--- config.mk ---
export PLATFORM = sky130hd
export DESIGN_NAME = pipe_stage_reg
export DESIGN_NICKNAME = d
export VERILOG_FILES = /design/src/rtl/pipe_pkg.sv /design/src/rtl/pipe_stage_reg_entry.sv /design/src/rtl/pipe_stage_reg.sv
export SDC_FILE = /design/constraint.sdc
export NUM_CORES = 1
export LEC_CHECK = 0
export CAP_MARGIN = 20
export CORE_ASPECT_RATIO = 1.25
export CORE_UTILIZATION = 49
export DETAILED_ROUTE_END_ITERATION = 6
export PLACE_DENSITY = 0.81
export SLEW_MARGIN = 30
export SYNTH_ARGS = -nofsm -noshare
export SYNTH_HDL_FRONTEND = slang
export SYNTH_HIERARCHICAL = 1
export SYNTH_SLANG_ARGS = --single-unit
--- constraint.sdc ---
create_clock -name clk -period 14.7 [get_ports clk]
set_clock_uncertainty 0.1 [all_clocks]
set_input_delay 2.205 -clock clk [delete_from_list [all_inputs] [get_ports clk]]
set_output_delay 2.205 -clock clk [all_outputs]
set_load 0.005 [all_outputs]
--- src/rtl/pipe_pkg.sv ---
// Shared definitions for the pipeline-stage registers: the bubble values and
// the per-stage control/payload bundles used to size each stage instance.
package pipe_pkg;

  localparam logic [31:0] NOP_INST = 32'h00000013;

  typedef struct packed {
    logic [3:0] alu_op;
    logic       alu_src;
    logic       branch;
    logic       jump;
    logic       mem_read;
    logic       mem_write;
    logic [1:0] mem_size;
    logic       reg_write;
    logic       mem_to_reg;
  } id_ex_ctrl_t;

  typedef struct packed {
    logic       mem_read;
    logic       mem_write;
    logic [1:0] mem_size;
    logic       reg_write;
    logic       mem_to_reg;
  } ex_mem_ctrl_t;

  typedef struct packed {
    logic reg_write;
    logic mem_to_reg;
  } mem_wb_ctrl_t;

  typedef struct packed {
    logic [31:0] pc;
    logic [31:0] pc_plus4;
  } if_id_data_t;

  typedef struct packed {
    logic [31:0] alu_result;
    logic [31:0] rs2_data;
    logic [31:0] imm;
    logic [31:0] pc;
    logic [31:0] pc_plus4;
    logic [4:0]  rd_addr;
    logic [26:0] rsvd;
  } ex_mem_data_t;

  localparam ex_mem_ctrl_t CTRL_BUBBLE = '0;

endpackage

--- src/rtl/pipe_stage_reg_entry.sv ---
// One register slot of a pipeline stage: valid bit plus ctrl/inst/data.
// clear has priority over load; the payload is only written on load.
module pipe_entry #(
  parameter int CTRL_W = 6,
  parameter int DATA_W = 192
) (
  input  logic              clk,
  input  logic              rst,
  input  logic              load,
  input  logic              clear,
  input  logic [CTRL_W-1:0] d_ctrl,
  input  logic [31:0]       d_inst,
  input  logic [DATA_W-1:0] d_data,
  output logic              valid,
  output logic [CTRL_W-1:0] q_ctrl,
  output logic [31:0]       q_inst,
  output logic [DATA_W-1:0] q_data
);

  always_ff @(posedge clk) begin
    if (!rst) begin
      valid <= 1'b0;
    end else if (clear) begin
      valid <= 1'b0;
    end else if (load) begin
      valid <= 1'b1;
    end
  end

  // Payload needs no reset: it is masked downstream whenever valid is low.
  always_ff @(posedge clk) begin
    if (load && !clear) begin
      q_ctrl <= d_ctrl;
      q_inst <= d_inst;
      q_data <= d_data;
    end
  end

endmodule

--- src/rtl/pipe_stage_reg.sv ---
// Parametrised pipeline-stage register with valid/ready handshake, flush,
// optional two-entry skid buffer and bubble forcing on the outputs.
module pipe_stage_reg
  import pipe_pkg::*;
#(
  parameter int          CTRL_W   = $bits(pipe_pkg::ex_mem_ctrl_t),
  parameter int          DATA_W   = $bits(pipe_pkg::ex_mem_data_t),
  parameter logic [31:0] NOP_INST = pipe_pkg::NOP_INST,
  parameter int          SKID     = 1
) (
  input  logic              clk,
  input  logic              rst,
  input  logic              in_valid,
  output logic              in_ready,
  input  logic [CTRL_W-1:0] in_ctrl,
  input  logic [31:0]       in_inst,
  input  logic [DATA_W-1:0] in_data,
  input  logic              flush,
  output logic              out_valid,
  input  logic              out_ready,
  output logic [CTRL_W-1:0] out_ctrl,
  output logic [31:0]       out_inst,
  output logic [DATA_W-1:0] out_data,
  output logic [31:0]       stall_cnt
);

  // Handshake: a transfer happens on a rising edge where valid && ready.
  // A presented entry holds steady until it is accepted or flushed.
  logic              m_valid;
  logic [CTRL_W-1:0] m_ctrl;
  logic [31:0]       m_inst;
  logic [DATA_W-1:0] m_data;
  logic              in_fire;
  logic              out_fire;
  logic [31:0]       stall_cnt_q;

  assign in_fire  = in_valid && in_ready;
  assign out_fire = m_valid && out_ready;

  generate
    if (SKID != 0) begin : g_skid
      logic              s_valid;
      logic [CTRL_W-1:0] s_ctrl;
      logic [31:0]       s_inst;
      logic [DATA_W-1:0] s_data;
      logic              s_to_m;
      logic              m_load;
      logic              s_load;
      logic [CTRL_W-1:0] m_d_ctrl;
      logic [31:0]       m_d_inst;
      logic [DATA_W-1:0] m_d_data;

      // in_ready comes straight from a flop, so no path from out_ready.
      assign in_ready = !s_valid;
      assign s_to_m   = out_fire && s_valid;
      assign m_load   = (in_fire && (!m_valid || out_fire)) || s_to_m;
      assign s_load   = in_fire && m_valid && !out_fire;

      // While S is full nothing is accepted, so S is the only M source then.
      assign m_d_ctrl = s_valid ? s_ctrl : in_ctrl;
      assign m_d_inst = s_valid ? s_inst : in_inst;
      assign m_d_data = s_valid ? s_data : in_data;

      pipe_entry #(.CTRL_W(CTRL_W), .DATA_W(DATA_W)) u_m (
        .clk    (clk),
        .rst    (rst),
        .load   (m_load),
        .clear  (flush || (out_fire && !m_load)),
        .d_ctrl (m_d_ctrl),
        .d_inst (m_d_inst),
        .d_data (m_d_data),
        .valid  (m_valid),
        .q_ctrl (m_ctrl),
        .q_inst (m_inst),
        .q_data (m_data)
      );

      pipe_entry #(.CTRL_W(CTRL_W), .DATA_W(DATA_W)) u_s (
        .clk    (clk),
        .rst    (rst),
        .load   (s_load),
        .clear  (flush || s_to_m),
        .d_ctrl (in_ctrl),
        .d_inst (in_inst),
        .d_data (in_data),
        .valid  (s_valid),
        .q_ctrl (s_ctrl),
        .q_inst (s_inst),
        .q_data (s_data)
      );
    end else begin : g_single
      assign in_ready = !m_valid || out_ready;

      pipe_entry #(.CTRL_W(CTRL_W), .DATA_W(DATA_W)) u_m (
        .clk    (clk),
        .rst    (rst),
        .load   (in_fire),
        .clear  (flush || (out_fire && !in_fire)),
        .d_ctrl (in_ctrl),
        .d_inst (in_inst),
        .d_data (in_data),
        .valid  (m_valid),
        .q_ctrl (m_ctrl),
        .q_inst (m_inst),
        .q_data (m_data)
      );
    end
  endgenerate

  // Stalls keep counting through a flush; only reset clears the counter.
  always_ff @(posedge clk) begin
    if (!rst) begin
      stall_cnt_q <= '0;
    end else if (m_valid && !out_ready) begin
      stall_cnt_q <= stall_cnt_q + 32'd1;
    end
  end

  assign out_valid = m_valid;
  assign out_ctrl  = m_valid ? m_ctrl : CTRL_W'(CTRL_BUBBLE);
  assign out_inst  = m_valid ? m_inst : NOP_INST;
  assign out_data  = m_valid ? m_data : '0;
  assign stall_cnt = stall_cnt_q;

endmodule

==> results.md, run 1 <==
- Routability cong.: 0.882
- Worst hold slack: 409 ps
- Iter 0 DRT Violations: 808
- Type of origin of the critical path: flop
- Drt pass-1 iters: 5
- Fraction of layout cells with a size suffix above 1: 18.8%
- Die ar.: 41000 µm²
- DRC Markers: 0
- Final period util: 40.4%
- H-tree levels: 2
- Layout area overhead: 36.0%
- Post-synth EDFFs: 460
- CTS max path bufs: 3
- Met2 Use GR: 38.1%
- Setup Crit Path Kind: flop to output port
- Final Critical Period: 5940 ps
- Largest net degree at the start of global routing: 157
- Internal power: 0.00243 W
- Netlist cell types: 34
- CP most frequent cell: buf_4
- Arrival @ worst endpoint: 3630 ps
- Hold path cells: 2
- Power, Total: 0.00304 W
- # Max-Cap Violations: 0
- Synth Cell Area: 19700 µm²
- Final setup fails: 0
- Initial Util: 50.0%
- Seq pwr share: 52.3%
- Crit-path max cell delay: 750 ps
- WL final: 47600 µm
- Worst-path cell chain: buf_4 > buf_4 > and2_1 > clkdlybuf4s50_1
- Gr usage total: 22.3%
- Cell Rows: 81
- Global-route wire length before repair: 70000 µm
- Met1 Use GR: 25.5%
- Detail Route Antenna Nets: 0
- # fillers: 2622
- Final core area utilization: 68.0%
- Avg Cell Area, Syn: 16.9 µm²
- CTS Hold Bufs: 0
- Max Clk Rate: 168 MHz
- Outcome: completed
- Slew HR: 34.6%
- DR WL/cell: 21.5 µm
- Top_reg_cell synth: edfxtp_1
- Grt total ovfl: 0
- Avg Vias per Cell: 5.36
- Critical Path End Type: output port
- Unrepaired setup endpoints after global routing: false
- Post-Syn Instances: 1167
- Number of CTS-inserted buffers: 48
- Met3 Resource Use GR: 6.97%
- Worst-margin pin slew: 980 ps
- Lkg Pwr: 8.88 nW
- Peak supply drop: 0.000116 V
- TNS Setup: 0 ps
- Slew Limit Fails: 0
- Cells on worst reg2reg path: 5
- Dpl hpwl: 30800 µm
- Pwr Density: 113 nW/µm²
- Hold Path Class: flop to flop
- GR peak layer: met2
- Final Hold Viols: 0
- Initial antenna violation count: 9
- # resized after CTS: 0
- Clock-pin transition on the worst setup and hold timing paths: 60 ps
- Sw frac: 20.2%
- Post-synthesis async set-or-reset flop share: 0%
- Skew-Pair Late Insertion Delay: 560 ps
- Net switching power: 0.000614 W
- Power share of the clock group: 41.1%
- CTS tree: yes
- Crit-path max FO: 101
- Die Y-Extent: 226 µm
- Ys Warns: 6
- Worst EP required: 12400 ps
- Flop2flop setup slack: 11230 ps
- Clk root buf: clkbuf_16
- Synthesized flop and latch total: 494
- Slowest cell on the critical path: buf_4
- Post-synthesis sequential area ratio: 73.5%
- Sink Count: 494
- # Post-CTS Setup Buffers: 0
- IO Port Bufs: 498
- Die W: 181 µm
- Mapped Nets: 1403
- Routed vias: 11800
- Io pins: 499
- Gate power share: 6.7%
- Vias in the first global route: 12200
- Core footprint: 39400 µm²
- Fin nets: 1900
[stage by stage]
step / area (µm²) / std cells / setup slack (ps)
3_3_place_gp: 25200 / 2112 / 9070
4_1_cts: 26800 / 2201 / 8710
3_5_place_dp: 25200 / 2112 / 9020
2_1_floorplan: 19700 / 1167 / 943
5_1_grt: 26800 / 2208 / 8480
6_report: 26800 / 2209 / 8760
[power groups by stage]
stage,logic [W],clock network (W),registers (W)
after floorplan,0.0000708,0,0.00163
after global placement,0.000196,0,0.00162
after detailed placement,0.000202,0,0.00162
after CTS,0.000204,0.00127,0.00159
after global routing,0.000215,0.00132,0.00159
final,0.000203,0.00125,0.00159
[worst paths after layout]
| path | start | to |
|---|---|---|
| setup / recovery | g_skid.u_m/valid$_SDFFE_PP0P_ | out_data[175] |
| hold / removal | stall_cnt[31]$_SDFFE_PN0P_ | stall_cnt[31]$_SDFFE_PN0P_ |
| setup reg to reg | g_skid.u_m/valid$_SDFFE_PP0P_ | g_skid.u_s/q_data[22]$_DFFE_PP_ |
| hold reg to reg | stall_cnt[31]$_SDFFE_PN0P_ | stall_cnt[31]$_SDFFE_PN0P_ |
[routing by layer]
metal | part of all wire (%) | up-vias
li1 | - | 5386
met1 | 37 | 5857
met2 | 51 | 497
met3 | 8.2 | 98
met4 | 3.6 | 4
met5 | 0.057 | -
[critical path, delay by kind of cell (launching register included)]
family	cells	cell delay, ps
buf+inv	3	2000
flops	1	650
simple gates	1	270
[cell families after synthesis]
group,after synthesis,share of synthesized area (%)
fa+ha+maj,1,0.0635
compound gates,38,1.12
flops,494,73.5
mux,235,13.4
buf+inv,64,1.28
simple gates,325,10.2
xor+xnor,10,0.444
[cell type report]
type                       instances  area (µm²)  share of cell area [%]
sequential                       494       14500                    54.1
clock buffer                      52        1220                    4.53
tap                              498         623                    2.32
antenna                            8        20.0                  0.0746
multi-input combinational        609        4980                    18.6
clock inverter                    37         373                    1.39
timing repair buffer             507        5090                    19.0
inverter                           4        15.0                  0.0560
[synth_stat cells, types with 4 or more instances]
library cell	count	area [µm²]
edfxtp_1	460	13800
mux2_2	230	2590
and2_1	227	1420
clkbuf_1	55	206
dfxtp_1	34	681
a21oi_1	18	90.1
nor2_1	15	56.3
nand2_1	14	52.6
or4_1	13	97.6
or3_1	11	68.8
nand4_1	10	62.6
nand3_1	9	45.0
o21ai_0	9	45.0
o31ai_1	8	60.1
nand2b_1	6	37.5
xnor2_1	6	52.6
mux2i_1	5	50.1
nor3_1	5	25.0
inv_1	4	15.0
nor4_1	4	25.0
xor2_1	4	35.0
[layout by cell type, fill, tap and decap left out, types with 5 or more instances in the layout]
master / Yosys / routed
a21oi_1: 18 / 18
edfxtp_1: 460 / 460
or3_1: 11 / 11
clkdlybuf4s50_1: 0 / 498
clkbuf_16: 0 / 48
clkinv_2: 0 / 8
nand4_1: 10 / 10
o21ai_0: 9 / 9
and2_1: 227 / 227
nand2b_1: 6 / 6
diode_2: 0 / 8
clkinv_1: 0 / 15
mux2i_1: 5 / 5
xnor2_1: 6 / 6
o31ai_1: 8 / 8
nor2_1: 15 / 15
nand3_1: 9 / 9
or4_1: 13 / 13
dfxtp_1: 34 / 32
bufinv_16: 0 / 7
mux2_2: 230 / 230
nor3_1: 5 / 5
nand2_1: 14 / 14
[registers in the layout, summed over array words and instances, names as in the netlist]
signal,cells
g_skid.u_m/valid,1
g_skid.u_s/q_ctrl,6
g_skid.u_m/q_data,192
g_skid.u_s/q_data,192
g_skid.u_s/valid,1
stall_cnt,32
g_skid.u_m/q_inst,32
g_skid.u_s/q_inst,32
g_skid.u_m/q_ctrl,6
No activity file was read; power rests on OpenSTA's default activity.
==> run 2, diff against run 1 <==
==> constraint.sdc (replaced) <==
create_clock -name clk -period 5.5 [get_ports clk]
set_clock_uncertainty 0.1 [all_clocks]
set_input_delay 0.825 -clock clk [delete_from_list [all_inputs] [get_ports clk]]
set_output_delay 0.825 -clock clk [all_outputs]
set_load 0.005 [all_outputs]
==> run 2 against run 1 <==
Effect of this change:
- via count fell by 0.14%
- total power rose to 2.6 times the previous value
- cell count about the same
- sequential cell count unchanged
- die area stayed put
- critical path depth is 1 lower
- sequential share of layout area decreased by 0.15 points
- hold slack worse by 3.6 ps
- largest cell class unchanged
==> results.md, run 2 (same netlist as run 1, synthesis figures left out) <==
- Outcome: completed
- Sink Count: 494
- Power, Total: 0.00805 W
- Max Clk Rate: 292 MHz
- Global-route wire length before repair: 69400 µm
- Met2 Use GR: 39.0%
- Commonest non-fill, non-tap cell in the layout: clkdlybuf4s50_1
- Net switching power: 0.00160 W
- Die ar.: 41000 µm²
- Die Y-Extent: 226 µm
- Dpl hpwl: 31400 µm
- Cell Rows: 81
- DRC Markers: 0
- Worst EP required: 4580 ps
- Initial antenna violation count: 1
- Setup ws final: 2070 ps
- Layout area overhead: 36.4%
- TNS Setup: 0 ps
- Fraction of layout cells with a size suffix above 1: 19.0%
- Met3 Resource Use GR: 7.23%
- Detail Route Antenna Nets: 0
- Type of origin of the critical path: flop
- Grt total ovfl: 0
- Clk root buf: clkbuf_16
- Fin nets: 1908
- Crit-path max FO: 119
- Routed vias: 11800
- Io pins: 499
- GR peak layer: met2
- # resized after CTS: 0
- DR WL/cell: 21.3 µm
- Iter 0 DRT Violations: 727
- Number of CTS-inserted buffers: 48
- Routability cong.: 0.836
- Gate power share: 6.8%
- WL final: 46900 µm
- Pwr Density: 299 nW/µm²
- Largest delay contributor family on the critical path: buffers and inverters
- Most used cells in the layout excluding fill and tap cells: clkdlybuf4s50_1, edfxtp_1, mux2_2
- Final setup fails: 0
- Post-place setup slack: 1850 ps
- Clock-pin transition on the worst setup and hold timing paths: 60 ps
- Slew Limit Fails: 0
- # Post-CTS Setup Buffers: 0
- CTS max path bufs: 3
- Internal power: 0.00645 W
- Unrepaired setup endpoints after global routing: false
- Crit-path max cell delay: 740 ps
- Seq pwr share: 52.8%
- Gr usage total: 22.1%
- Drt pass-1 iters: 5
- Slew HR: 39.8%
- Final Critical Period: 3430 ps
- Worst-path cell chain: buf_12 > and2_1 > clkdlybuf4s50_1
- Skew-Pair Late Insertion Delay: 560 ps
- WP buf/inv: 2
- Met1 Use GR: 25.3%
- H-tree levels: 2
- Die W: 181 µm
- Power share of the clock group: 40.4%
- CTS Hold Bufs: 0
- Slowest cell on the critical path: dfxtp_4
- CTS tree: yes
- Critical Path End Type: output port
- # Max-Cap Violations: 0
- Arrival @ worst endpoint: 2500 ps
- Peak supply drop: 0.000256 V
- Lkg Pwr: 8.91 nW
- Setup Crit Path Kind: flop to output port
- Final period util: 62.3%
- Sw frac: 19.9%
- Core footprint: 39400 µm²
- Largest net degree at the start of global routing: 120
- Final Hold Viols: 0
- Vias in the first global route: 12000
- Initial Util: 50.0%
- Hold Path Class: flop to flop
- Top Registers: g_skid.u_m/q_data (192), g_skid.u_s/q_data (192)
- Avg Vias per Cell: 5.36
- IO Port Bufs: 498
- Worst-margin pin slew: 902 ps
run 2: power by group through the flow:
stage | registers (W) | clock network (W) | logic [W]
after floorplan | 0.00432 | 0 | 0.000190
after global placement | 0.00433 | 0 | 0.000526
after detailed placement | 0.00433 | 0 | 0.000547
after CTS | 0.00425 | 0.00333 | 0.000554
after global routing | 0.00425 | 0.00347 | 0.000584
final | 0.00425 | 0.00326 | 0.000548
run 2: worst paths after layout:
check	cells after the start	slack (ps)	start	to
setup / recovery	3	2070	g_skid.u_m/valid$_SDFFE_PP0P_	out_inst[15]
hold / removal	2	410	stall_cnt[31]$_SDFFE_PN0P_	stall_cnt[31]$_SDFFE_PN0P_
setup reg to reg	6	2340	g_skid.u_m/valid$_SDFFE_PP0P_	g_skid.u_s/q_data[142]$_DFFE_PP_
hold reg to reg	2	410	stall_cnt[31]$_SDFFE_PN0P_	stall_cnt[31]$_SDFFE_PN0P_
run 2: layer usage:
metal	share of wire, %	wire (µm)
met5	0	0
met4	2.9	1340
met3	8.9	4200
met2	51	24000
met1	37	17300
run 2: through the flow:
step	hold slack [ps]	cells	instance area [µm²]	utilization (%)
finish	406	2207	26900	68.2
detailed placement	396	2119	25300	64.2
global placement	389	2118	25300	64.1
global route	441	2206	26900	68.2
floorplan	368	1167	19700	-
CTS	404	2204	26900	68.1
run 2: worst min-delay path: stages, from the launching register on:
cell	delay [ps]
dfxtp_1	340
o31ai_1	70
a21oi_1	50
run 2: final cells by class:
class | count | area [µm²]
Fill cell | 2580 | 12500
Antenna cell | 2 | 5.00
Sequential cell | 494 | 14500
Clock inverter | 24 | 256
Tap cell | 498 | 623
Inverter | 4 | 15.0
Multi-Input combinational cell | 609 | 4980
Timing Repair Buffer | 515 | 5220
Clock buffer | 61 | 1290
